File: config.mk
export PLATFORM = sky130hd
export DESIGN_NAME = branch_predictor
export DESIGN_NICKNAME = d
export VERILOG_FILES = /design/src/rtl/branch_predictor.sv
export SDC_FILE = /design/constraint.sdc
export NUM_CORES = 1
export LEC_CHECK = 0
export BUFFER_PORTS_ARGS = -buffer_cell sky130_fd_sc_hd__buf_2
export CORE_ASPECT_RATIO = 0.5
export CORE_UTILIZATION = 55
export CTS_CLUSTER_SIZE = 20
export DETAILED_ROUTE_END_ITERATION = 8
export PLACE_DENSITY = 0.86
export SKIP_CTS_REPAIR_TIMING = 1
export SLEW_MARGIN = 20
export SYNTH_ARGS = -nofsm -noshare
export SYNTH_HDL_FRONTEND = slang
export SYNTH_SLANG_ARGS = --single-unit
export TNS_END_PERCENT = 20
File: constraint.sdc
create_clock -name clk_i -period 5.3 [get_ports clk_i]
set_input_delay 0.795 -clock clk_i [delete_from_list [all_inputs] [get_ports clk_i]]
set_output_delay 0.795 -clock clk_i [all_outputs]
set_load 0.02 [all_outputs]
File: src/rtl/branch_predictor.sv
// Bimodal branch predictor: a table of 2-bit saturating counters with registered
// lookups, mispredict flush/redirect generation and resolve/mispredict statistics.
module branch_predictor #(
  parameter int ENTRIES = 16,
  parameter int CNT_W   = 16
) (
  input  logic             clk_i,
  input  logic             rst_i,
  input  logic             lookup_valid_i,
  input  logic [31:0]      lookup_pc_i,
  output logic             pred_valid_o,
  output logic             pred_taken_o,
  input  logic             resolve_valid_i,
  input  logic [31:0]      resolve_pc_i,
  input  logic             resolve_taken_i,
  input  logic             resolve_pred_i,
  input  logic [31:0]      resolve_target_i,
  output logic             flush_o,
  output logic [31:0]      redirect_pc_o,
  output logic [CNT_W-1:0] branch_cnt_o,
  output logic [CNT_W-1:0] mispred_cnt_o
);

  // Handshake: lookup and resolve are valid-only channels with no backpressure.
  // A request is consumed at every rising edge where its valid is high; pred_valid_o
  // and flush_o are one-cycle response pulses that the consumer must take as they come.

  localparam int IDX_W = $clog2(ENTRIES);

  logic [1:0]       bht [ENTRIES];
  logic [IDX_W-1:0] lookup_idx;
  logic [IDX_W-1:0] resolve_idx;
  logic             mispredict;
  logic [31:0]      redirect_d;

  logic             pred_valid_q;
  logic             pred_taken_q;
  logic             flush_q;
  logic [31:0]      redirect_q;
  logic [CNT_W-1:0] branch_cnt_q;
  logic [CNT_W-1:0] mispred_cnt_q;

  logic             unused_pc_bits;

  assign lookup_idx  = lookup_pc_i[IDX_W+1:2];
  assign resolve_idx = resolve_pc_i[IDX_W+1:2];
  assign mispredict  = resolve_valid_i && (resolve_taken_i != resolve_pred_i);
  assign redirect_d  = resolve_taken_i ? resolve_target_i : (resolve_pc_i + 32'd4);

  assign unused_pc_bits = ^{lookup_pc_i[31:IDX_W+2], lookup_pc_i[1:0]};

  // Counter table; a lookup in the same cycle sees the value before this write.
  always_ff @(posedge clk_i or posedge rst_i) begin
    if (rst_i) begin
      for (int i = 0; i < ENTRIES; i++) begin
        bht[i] <= 2'b01;
      end
    end else if (resolve_valid_i) begin
      if (resolve_taken_i) begin
        if (bht[resolve_idx] != 2'b11) bht[resolve_idx] <= bht[resolve_idx] + 2'd1;
      end else begin
        if (bht[resolve_idx] != 2'b00) bht[resolve_idx] <= bht[resolve_idx] - 2'd1;
      end
    end
  end

  always_ff @(posedge clk_i or posedge rst_i) begin
    if (rst_i) begin
      pred_valid_q <= 1'b0;
      pred_taken_q <= 1'b0;
      flush_q      <= 1'b0;
      redirect_q   <= 32'd0;
    end else begin
      pred_valid_q <= lookup_valid_i;
      pred_taken_q <= lookup_valid_i & bht[lookup_idx][1];
      flush_q      <= mispredict;
      redirect_q   <= mispredict ? redirect_d : 32'd0;
    end
  end

  // Statistics counters stick at all-ones rather than wrapping.
  always_ff @(posedge clk_i or posedge rst_i) begin
    if (rst_i) begin
      branch_cnt_q  <= '0;
      mispred_cnt_q <= '0;
    end else begin
      if (resolve_valid_i && (branch_cnt_q != '1)) branch_cnt_q <= branch_cnt_q + 1'b1;
      if (mispredict && (mispred_cnt_q != '1))     mispred_cnt_q <= mispred_cnt_q + 1'b1;
    end
  end

  // A flush kills the response of the lookup that was in flight alongside it.
  assign pred_valid_o  = pred_valid_q & ~flush_q;
  assign pred_taken_o  = pred_taken_q;
  assign flush_o       = flush_q;
  assign redirect_pc_o = redirect_q;
  assign branch_cnt_o  = branch_cnt_q;
  assign mispred_cnt_o = mispred_cnt_q;

endmodule

==> results.ini <==
[status]
status = finished clean

[grt]
grt_antenna_before_repair = 0
gr-total-overflow = 0
first_global_vias = 4249
grt_max_degree = 60
grt_pass1_wl_mm = 20.8
grtUsageTotal = 0.266

[power_and_ir_drop]
p_leak_nw = 3.07
vdd_ir_drop_max_uv = 205
total_power_mw = 2.49
power.share.switching = 0.336
p_switching_uw = 837
clkPwrFrac = 0.249
p_int_mw = 1.65
powerDensity_nw_per_um2 = 397
p_seq_frac = 0.458
pwr-share-comb = 0.293

[route]
avgViaCountPerCell = 5.93
ant_nets = 0
vias = 4380
dr.pass1.iters = 5
drtIter0Drc = 363
routed_wl_mm = 12.5
wire_per_inst_um = 17.0
drc_errors = 0

[layout]
final_nets = 726
instances_no_fill = 738
fin_area_um2 = 6280
area_delta_synth_final_pct = 20.2
layout_common_cells = buf_2 (140), dfrtp_1 (83), nand2_1 (30)
antenna_cells = 0
drive_gt1_frac = 0.349
nFillCells = 682
final_common_cell = buf_2

[worst_setup_path]
startpoint = resolve_pc_i[2]
reg2reg_slack_ps = 2540
r2r-end = bht[3]$_DFFE_PP0P_
setup.worst_path.end_class = flop
rr_worst_depth = 9
cp_data_arrival_time_ps = 3530
worstSetupStartpointType = primary input
cp_cell_sequence = buf_2 -> mux4_2 -> and2_1 -> a31oi_1 -> o21ai_0 -> ha_1 -> a211oi_1 -> buf_4 -> nand4_1 -> mux2_2
critPathMaxStageDelay_ps = 610
critPathCapture = bht[3]$_DFFE_PP0P_
crit_fanout = 16
crit_type = primary input to flop
slowest_stage = mux4_2
cp.required_ps = 5530

[timing]
hold_viol = 0
skew_ps = 3.97
finalSetupViolations = 0
maxSlewViolCount = 0
max_freq_mhz = 303
rsz0062_at_grt = no
min_period_over_period = 0.622
final.setup.tns_ps = 0
worst_slew_pin_slew_ps = 797
slew_headroom = 0.464
period_needed_ps = 3300

[synthesis]
ys_ff_latch = 99
syn_inst = 485
synth_top_area_cell = dfrtp_1
syn_area_per_cell_um2 = 10.8
ys_warn_count = 0
ys_types = 44
synth_top_cell_area_share = 0.398
synth_area_leaders = dfrtp_1 (40%), dfstp_2 (8.1%), mux4_2 (5.6%)
syn_nets = 595
seq_area_frac_synth = 0.478
syn_area_um2 = 5220

[job]
cap_violations = 0

[clock_tree]
cts.htree.levels = 3
cts_buffers = 9
cts.sinks = 99
clkLatencyLatePin_ps = 340
cts.clk_slew.worst_paths_ps = 60
root_buffer = clkbuf_16
cts.path.max_buffers = 2
cts_tree = yes

[placed_design]
place_area_um2 = 5990
io_buffers = 140
dpl.hpwl_mm = 8.94
place_congestion = 0.898
dp.cells = 722

[min_path]
hold_class = flop to flop

[die]
std_cell_rows = 24
start_util = 0.583
die_h_um = 70.9
chipWidth_um = 140
core_um2 = 8950
die_area_um2 = 9910
ios = 169

[synth_stat cells (all sizes together)]
master,number
a2111oi,1
a211oi,8
a21oi,21
a221oi,2
a311oi,1
a31oi,10
a41oi,2
and2,2
and3,5
and4,7
buf,7
clkbuf,15
clkinv,1
dfrtp,83
dfstp,16
ha,8
inv,27
mux2,23
mux2i,18
mux4,13
nand2,30
nand2b,1
nand3,29
nand4,23
nor2,17
nor2b,3
nor3,9
nor4,12
o2111ai,1
o21a,2
o21ai,25
o221a,1
o311a,1
o31a,3
o31ai,5
or3,4
or4,7
xnor2,24
xor2,18
[worst min-delay path by stage]
stage / end / slack (ps) / startpoint / cells past startpoint
6_report: flop / 470 / flop / 2
5_1_grt: flop / 490 / flop / 2
4_1_cts: flop / 470 / flop / 2
3_5_place_dp: flop / 460 / flop / 2
3_3_place_gp: flop / 450 / flop / 2
2_1_floorplan: flop / 450 / flop / 2
[stage by stage]
stage	util	hold WS, ps	worst slack (ps)
2_1_floorplan	-	446	1700
3_3_place_gp	0.669	454	1510
3_5_place_dp	0.669	461	1370
4_1_cts	0.701	472	1710
5_1_grt	0.701	487	1790
6_report	0.701	469	2000
[power groups by stage]
stage                     sequential [mW]  combinational, mW  clock, mW
after global placement               1.14              0.688          0
after global routing                 1.17              0.797      0.657
after floorplan                      1.20              0.432          0
after CTS                            1.14              0.727      0.627
final                                1.14              0.731      0.620
after detailed placement             1.15              0.722          0
[metal layers]
layer / vias up / track usage / routed length (um)
met3: 38 / 0.0589 / 655
met5: - / 0 / 0
met1: 2125 / 0.336 / 5160
li1: 2055 / - / -
met4: 0 / 0.0940 / 388
met2: 162 / 0.459 / 6310
[final cells by class]
type | count | area [um2] | area share
Clock inverter | 6 | 40.0 | 0.00638
Inverter | 28 | 108 | 0.0171
Tap cell | 117 | 146 | 0.0233
Sequential cell | 99 | 2500 | 0.398
Clock buffer | 10 | 239 | 0.0381
Timing Repair Buffer | 142 | 716 | 0.114
Multi-Input combinational cell | 336 | 2530 | 0.403
[worst max-delay path, delay by kind of cell]
family / cells / cell delay, ps
AOI/OAI and AO/OA: 3 / 610
adders and majority gates: 1 / 210
buffers and inverters: 2 / 600
muxes: 2 / 930
and+or+nand+nor: 2 / 380
[cell families (layout without fill, tap and decap cells)]
kind of cell	Yosys count	in the layout	synth area share
compound gates	83	83	0.0985
xor+xnor	42	42	0.0705
fa+ha+maj	8	8	0.0192
buf+inv	50	186	0.0384
flops	99	99	0.478
mux	54	54	0.140
simple gates	149	149	0.155
(Power assumes the default switching activity.)
